### src/rtl/rvtu_mul_arb_if.sv
// Packet stream carrying a 36-bit {pid, data} word with empty/deq handshake.
// The master side owns the data (empty, pkt); the slave side pops with deq.
interface rvtu_mul_arb_if;
  logic        empty;
  logic        deq;
  logic [35:0] pkt;

  modport master (output empty, output pkt, input deq);
  modport slave  (input empty, input pkt, output deq);
endinterface

### src/rtl/rvtu_mul_arb.sv
// Two requesters share one multiplier: a src1 load (pid 11) locks its requester until the op,
// results return to per-requester one-entry buffers via an order FIFO. RVTU_MUL_ARB_FAIR_EN: round-robin IDLE pick.
module rvtu_mul_arb #(
  parameter int ORD_DEPTH = 4
) (
  input  logic          clk,
  input  logic          rst,
  rvtu_mul_arb_if.slave  rq0,
  rvtu_mul_arb_if.slave  rq1,
  rvtu_mul_arb_if.master rsp0,
  rvtu_mul_arb_if.master rsp1,
  rvtu_mul_arb_if.master mul_ig,
  rvtu_mul_arb_if.slave  mul_eg,
  output logic [1:0]    err
);
  localparam int          AW       = $clog2(ORD_DEPTH);
  localparam logic [AW:0] ORD_FULL = (AW+1)'(ORD_DEPTH);
  localparam logic [3:0]  PID_LD   = 4'd11;

  typedef enum logic {IDLE, LOCK} state_t;

  state_t state;
  logic   owner;
`ifdef RVTU_MUL_ARB_FAIR_EN
  logic   ptr;
`endif

  logic [1:0]  rq_vld;
  logic        idle_sel, sel, sel_vld, sel_ld, sel_op;
  logic        fwd_ok, ig_xfer, drop, push;
  logic [35:0] sel_pkt;

  logic [ORD_DEPTH-1:0] ord_mem;
  logic [AW-1:0]        wr_ptr, rd_ptr;
  logic [AW:0]          ord_cnt;
  logic                 ord_full, tgt, tgt_free, eg_xfer;
  logic [1:0]           rsp_full, rsp_pop;
  logic [35:0]          rsp_dat [2];

  assign rq_vld = {!rq1.empty, !rq0.empty};

  // Head selection: the owner while locked, otherwise the arbitration winner.
  always_comb begin
`ifdef RVTU_MUL_ARB_FAIR_EN
    idle_sel = (rq_vld == 2'b11) ? ptr : rq_vld[1];
`else
    idle_sel = !rq_vld[0];
`endif
    sel     = (state == LOCK) ? owner : idle_sel;
    sel_vld = sel ? rq_vld[1] : rq_vld[0];
    sel_pkt = sel ? rq1.pkt : rq0.pkt;
    sel_ld  = (sel_pkt[35:32] == PID_LD);
    sel_op  = (sel_pkt[35:34] == 2'b11);
  end

  // Ops need an order-FIFO slot; loads always pass; illegal pids are dropped.
  assign ord_full     = (ord_cnt == ORD_FULL);
  assign fwd_ok       = sel_vld && (sel_ld || (sel_op && !ord_full));
  assign ig_xfer      = fwd_ok && mul_ig.deq;
  assign drop         = sel_vld && !sel_ld && !sel_op;
  assign push         = ig_xfer && sel_op;
  assign mul_ig.empty = !fwd_ok;
  assign mul_ig.pkt   = sel_pkt;
  assign rq0.deq      = (ig_xfer || drop) && !sel;
  assign rq1.deq      = (ig_xfer || drop) && sel;

  assign tgt        = ord_mem[rd_ptr];
  assign rsp_pop    = rsp_full & {rsp1.deq, rsp0.deq};
  assign tgt_free   = !rsp_full[tgt] || rsp_pop[tgt];
  assign mul_eg.deq = !mul_eg.empty && (ord_cnt != '0) && tgt_free;
  assign eg_xfer    = mul_eg.deq;

  assign rsp0.empty = !rsp_full[0];
  assign rsp1.empty = !rsp_full[1];
  assign rsp0.pkt   = rsp_dat[0];
  assign rsp1.pkt   = rsp_dat[1];

  always_ff @(posedge clk or posedge rst) begin
    if (rst) begin
      state <= IDLE;
      owner <= 1'b0;
      err   <= 2'b00;
`ifdef RVTU_MUL_ARB_FAIR_EN
      ptr   <= 1'b0;
`endif
    end else begin
      if (drop)
        err[0] <= 1'b1;
      if (ig_xfer) begin
        if (sel_ld) begin
          if (state == IDLE) begin
            state <= LOCK;
            owner <= sel;
          end
        end else begin
          if (state == LOCK)
            state <= IDLE;
          else
            err[1] <= 1'b1;
`ifdef RVTU_MUL_ARB_FAIR_EN
          ptr <= ~sel;
`endif
        end
      end
    end
  end

  // Order FIFO of requester ids, one entry per forwarded op.
  always_ff @(posedge clk or posedge rst) begin
    if (rst) begin
      ord_mem <= '0;
      wr_ptr  <= '0;
      rd_ptr  <= '0;
      ord_cnt <= '0;
    end else begin
      if (push) begin
        ord_mem[wr_ptr] <= sel;
        wr_ptr          <= wr_ptr + 1'b1;
      end
      if (eg_xfer)
        rd_ptr <= rd_ptr + 1'b1;
      if (push && !eg_xfer)
        ord_cnt <= ord_cnt + 1'b1;
      else if (!push && eg_xfer)
        ord_cnt <= ord_cnt - 1'b1;
    end
  end

  // A write wins over a same-cycle pop so the buffer stays full with the new result.
  always_ff @(posedge clk or posedge rst) begin
    if (rst) begin
      rsp_full   <= 2'b00;
      rsp_dat[0] <= '0;
      rsp_dat[1] <= '0;
    end else begin
      for (int i = 0; i < 2; i++) begin
        if (eg_xfer && (int'(tgt) == i)) begin
          rsp_full[i] <= 1'b1;
          rsp_dat[i]  <= mul_eg.pkt;
        end else if (rsp_pop[i]) begin
          rsp_full[i] <= 1'b0;
        end
      end
    end
  end
endmodule
### src/flat_wrapper.sv
// flat-port wrapper written by rule: the top's interface ports become plain ports
module rvtu_mul_arb_flat 
#(
  parameter int ORD_DEPTH = 4
)
  (clk, rst, err, rq0_empty, rq0_pkt, rq0_deq, rq1_empty, rq1_pkt, rq1_deq, rsp0_empty, rsp0_pkt, rsp0_deq, rsp1_empty, rsp1_pkt, rsp1_deq, mul_ig_empty, mul_ig_pkt, mul_ig_deq, mul_eg_empty, mul_eg_pkt, mul_eg_deq);
  rvtu_mul_arb_if rq0_i ();
  rvtu_mul_arb_if rq1_i ();
  rvtu_mul_arb_if rsp0_i ();
  rvtu_mul_arb_if rsp1_i ();
  rvtu_mul_arb_if mul_ig_i ();
  rvtu_mul_arb_if mul_eg_i ();
  input  logic clk;
  input  logic rst;
  output logic [1:0] err;
  input wire logic [$bits(rq0_i.empty)-1:0] rq0_empty;
  input wire logic [$bits(rq0_i.pkt)-1:0] rq0_pkt;
  output wire logic [$bits(rq0_i.deq)-1:0] rq0_deq;
  input wire logic [$bits(rq1_i.empty)-1:0] rq1_empty;
  input wire logic [$bits(rq1_i.pkt)-1:0] rq1_pkt;
  output wire logic [$bits(rq1_i.deq)-1:0] rq1_deq;
  output wire logic [$bits(rsp0_i.empty)-1:0] rsp0_empty;
  output wire logic [$bits(rsp0_i.pkt)-1:0] rsp0_pkt;
  input wire logic [$bits(rsp0_i.deq)-1:0] rsp0_deq;
  output wire logic [$bits(rsp1_i.empty)-1:0] rsp1_empty;
  output wire logic [$bits(rsp1_i.pkt)-1:0] rsp1_pkt;
  input wire logic [$bits(rsp1_i.deq)-1:0] rsp1_deq;
  output wire logic [$bits(mul_ig_i.empty)-1:0] mul_ig_empty;
  output wire logic [$bits(mul_ig_i.pkt)-1:0] mul_ig_pkt;
  input wire logic [$bits(mul_ig_i.deq)-1:0] mul_ig_deq;
  input wire logic [$bits(mul_eg_i.empty)-1:0] mul_eg_empty;
  input wire logic [$bits(mul_eg_i.pkt)-1:0] mul_eg_pkt;
  output wire logic [$bits(mul_eg_i.deq)-1:0] mul_eg_deq;
  assign rq0_i.empty = rq0_empty;
  assign rq0_i.pkt = rq0_pkt;
  assign rq0_deq = rq0_i.deq;
  assign rq1_i.empty = rq1_empty;
  assign rq1_i.pkt = rq1_pkt;
  assign rq1_deq = rq1_i.deq;
  assign rsp0_empty = rsp0_i.empty;
  assign rsp0_pkt = rsp0_i.pkt;
  assign rsp0_i.deq = rsp0_deq;
  assign rsp1_empty = rsp1_i.empty;
  assign rsp1_pkt = rsp1_i.pkt;
  assign rsp1_i.deq = rsp1_deq;
  assign mul_ig_empty = mul_ig_i.empty;
  assign mul_ig_pkt = mul_ig_i.pkt;
  assign mul_ig_i.deq = mul_ig_deq;
  assign mul_eg_i.empty = mul_eg_empty;
  assign mul_eg_i.pkt = mul_eg_pkt;
  assign mul_eg_deq = mul_eg_i.deq;
  rvtu_mul_arb #(.ORD_DEPTH(ORD_DEPTH)) u_core (.clk(clk), .rst(rst), .rq0(rq0_i), .rq1(rq1_i), .rsp0(rsp0_i), .rsp1(rsp1_i), .mul_ig(mul_ig_i), .mul_eg(mul_eg_i), .err(err));
endmodule
### config.mk
export PLATFORM = sky130hd
export DESIGN_NAME = rvtu_mul_arb_flat
export DESIGN_NICKNAME = d
export VERILOG_FILES = /design/src/rtl/rvtu_mul_arb_if.sv /design/src/rtl/rvtu_mul_arb.sv /design/src/flat_wrapper.sv
export SDC_FILE = /design/constraint.sdc
export NUM_CORES = 1
export LEC_CHECK = 0
export CORE_UTILIZATION = 39
export DETAILED_ROUTE_END_ITERATION = 16
export PLACE_DENSITY_LB_ADDON = 0.05
export RECOVER_POWER = 25
export SLEW_MARGIN = 40
export SYNTH_ARGS = -nofsm -noshare
export SYNTH_HDL_FRONTEND = slang
export SYNTH_SLANG_ARGS = --single-unit
### constraint.sdc
create_clock -name clk -period 3.1 [get_ports clk]
set_input_delay 0.31 -clock clk [delete_from_list [all_inputs] [get_ports clk]]
set_output_delay 0.31 -clock clk [all_outputs]
set_load 0.005 [all_outputs]
==> impl_results.md <==
* DIE HEIGHT at 105 um
* DRC viols at 0
* Commonest non-fill, non-tap cells in the layout: 230 x clkdlybuf4s50_1, 113 x nand2_1, 88 x dfrtp_1
* Syn Inst Count at 370
* Setup repair bufs after CTS at 0
* Post-route ant nets at 0
* Mapped cell area at 0.00415 mm2
* Final #Nets at between 700 and 800
* Switch share at between 30% and 40%
* GRT Util Overall at 20.3%
* Antenna Cells at 0
* Crit path time final at 2.96 ns
* Clock Skew at 0.0137 ns
* Net switching power of the design at 1.85 mW
* Endpoints failing setup at 0
* Worst rel slew slack at -40.9%
* P_int at slightly above 4 mW
* Hold Crit Class: flop to flop
* Area Overhead vs Synth at 64.8%
* Synth warn at 0
* First-pass GRT wire length at 17.7 mm
* RSZ-0062 raised after global routing: false
* Fin worst setup slack at 0.136 ns
* CP required at 2.79 ns
* Worst setup EP type: output port
* Share of layout cells above drive strength 1 at 18.1%
* Failing checks: max-capacitance violations, max-slew violations
* CTS Sinks at 89
* Core ar. at 0.0103 mm2
* Worst Path Max Fanout at 4
* Clock latency at the later pin of the worst-skew pair at about 0.36 ns
* Fmax at 337 MHz
* Least-Margin Pin Slew at 2.11 ns
* Fin crit share at between 90% and 100%
* Root buffer cell: clkbuf_8
* Finished Core Util at 66.3%
* Ys flop type: dfrtp_1
* Syn Area/Cell at 11.2 um2
* Syn_nets at 492
* Initial Utilization at about two fifths
* Ports at 232
* Clk network pwr share at around an eighth
* Sequential share of the synthesized area at between 50% and 60%
* Grt ovf at 0
* Clk buf depth at 2
* Vias in the first global route at 3785
* Max Cap Viol at 1
* Synth cell types at 36
* Post_cts resized at 0
* CP Class: flop to output port
* First DRT Iteration DRCs at 86
* Via count at 3539
* PortBufs at about 230
* Combinational Power Share at 52.7%
* Vias/cell at 4.72
* Initial antenna violation count at 0
* Post-synth EDFFs at 0
* Filler cells at 798
* Ys async rst share at 100%
* CP Data Arrival Time at 2.65 ns
* Hold depth at 1
* Fin Setup TNS at 0 ns
* CTS Hold Bufs at 0
* Chip width at around 110 um
* CTS tree: yes
* CTS H-tree lvls at 3
* Largest net degree at the start of global routing at 90
* Final Max Slew Viols at 90
* Num CTS Buffers at 9
* DR WL/cell at 14.1 um
* VDD IR max at about 0.37 mV
* Startpoint types: flop
* Power per cell area at between 800 and 900 mW/mm2
* Routed Wire Length at 10.6 mm
* Pre-CTS WS at 0.0210 ns
* R2r setup slk at 0.35 ns
* Routability Congestion at approximately 0.8
* Status: complete, but fails checks
* Hpwl dp at 8.12 mm
* # rows at 37
* Reg2Reg Depth at 12
* Most common cell after layout, fill and taps aside: clkdlybuf4s50_1
* Sequential power share at 35.0%
* Total die area at 0.0111 mm2
* Final Hold Vio Count at 0
* DR pass1 iterations at 3
* Leak pwr at 2.96 nW
* Reg clk slew, reported paths at 0.08 ns
* FF+latch count, synth at slightly below 90
==> area by class of cell <==
cell class                      count  area (um2)  share of cell area, %
Inverter                           10        38.8                  0.567
Timing Repair Buffer              243        2410                   35.3
Sequential cell                    89        2230                   32.6
Multi-Input combinational cell    255        1810                   26.5
Clock inverter                      6        50.0                  0.732
Tap cell                          136         170                   2.49
Clock buffer                       10         128                   1.87
==> metal layers <==
| layer | global-route usage (%) | vias up | part of all wire (%) |
|---|---|---|---|
| met3 | 5.49 | 13 | 6.8 |
| met5 | 0 | - | 0 |
| met4 | 5.84 | 0 | 1.5 |
| met1 | 23.9 | 1658 | 42 |
| met2 | 36.1 | 147 | 50 |
| li1 | - | 1721 | - |
==> Yosys cell counts (5+ instances only) <==
cell / n / area (um2)
nand2_1: 113 / 424
dfrtp_1: 89 / 2230
mux2_2: 74 / 833
inv_1: 10 / 37.5
o21ai_0: 6 / 30.0
a21oi_1: 5 / 25.0
buf_2: 5 / 25.0
clkbuf_1: 5 / 18.8
ha_1: 5 / 62.6
nand3_1: 5 / 25.0
==> cell families (layout without fill, tap and decap cells) <==
| logic type | after synthesis | in the layout | share of synthesized area (%) |
|---|---|---|---|
| multiplexers | 79 | 79 | 21.6 |
| XOR/XNOR | 6 | 6 | 1.27 |
| buffers and inverters | 26 | 269 | 3.04 |
| flip-flops | 89 | 89 | 53.7 |
| AND/OR/NAND/NOR | 137 | 137 | 14.1 |
| AO/OA/AOI/OAI | 27 | 27 | 4.28 |
| adder cells (fa/ha/maj) | 6 | 6 | 1.99 |
==> power groups by stage <==
stage / Clock [mW] / Sequential, mW / Combinational [mW]
2_1_floorplan: 0 / 2.10 / 1.39
3_3_place_gp: 0 / 2.08 / 3.13
3_5_place_dp: 0 / 2.11 / 3.19
4_1_cts: 0.759 / 2.09 / 3.20
5_1_grt: 0.811 / 2.17 / 3.40
6_report: 0.729 / 2.08 / 3.14
==> registers in the layout (all words and copies together), names as in the netlist <==
signal and flops:
u_core.state 1, u_core.rd_ptr 2, u_core.rsp1.pkt 36, u_core.ord_mem 4
u_core.rsp_full 2, u_core.ord_cnt 3, u_core.wr_ptr 2, u_core.owner 1
u_core.rsp0.pkt 36, u_core.err 2
==> stage by stage <==
| step | instances | area [um2] | hold WS (ns) | power, mW |
|---|---|---|---|---|
| floorplan | 370 | 4150 | 0.445 | 3.49 |
| detailed placement | 733 | 6680 | 0.460 | 5.29 |
| global route | 749 | 6840 | 0.508 | 6.38 |
| finish | 749 | 6840 | 0.475 | 5.95 |
| CTS | 749 | 6860 | 0.378 | 6.04 |
| global placement | 733 | 6680 | 0.455 | 5.20 |
==> critical path, stage by stage (launching register included) <==
cell	delay (ns)
dfrtp_1	0.41
mux4_2	0.58
or2_2	0.31
a21boi_0	0.26
buf_4	0.18
clkdlybuf4s50_1	0.56
==> final timing paths <==
path,startpoint,endpoint
max,u_core.rd_ptr[0],mul_eg_deq
min,u_core.err[0],u_core.err[0]
max reg2reg,u_core.state,u_core.ord_cnt[2]
min reg2reg,u_core.err[0],u_core.err[0]
max in group asynchronous,rst,u_core.state
min in group asynchronous,rst,u_core.rsp0.pkt[12]
Note: power is estimated with default switching activity, not from simulation.
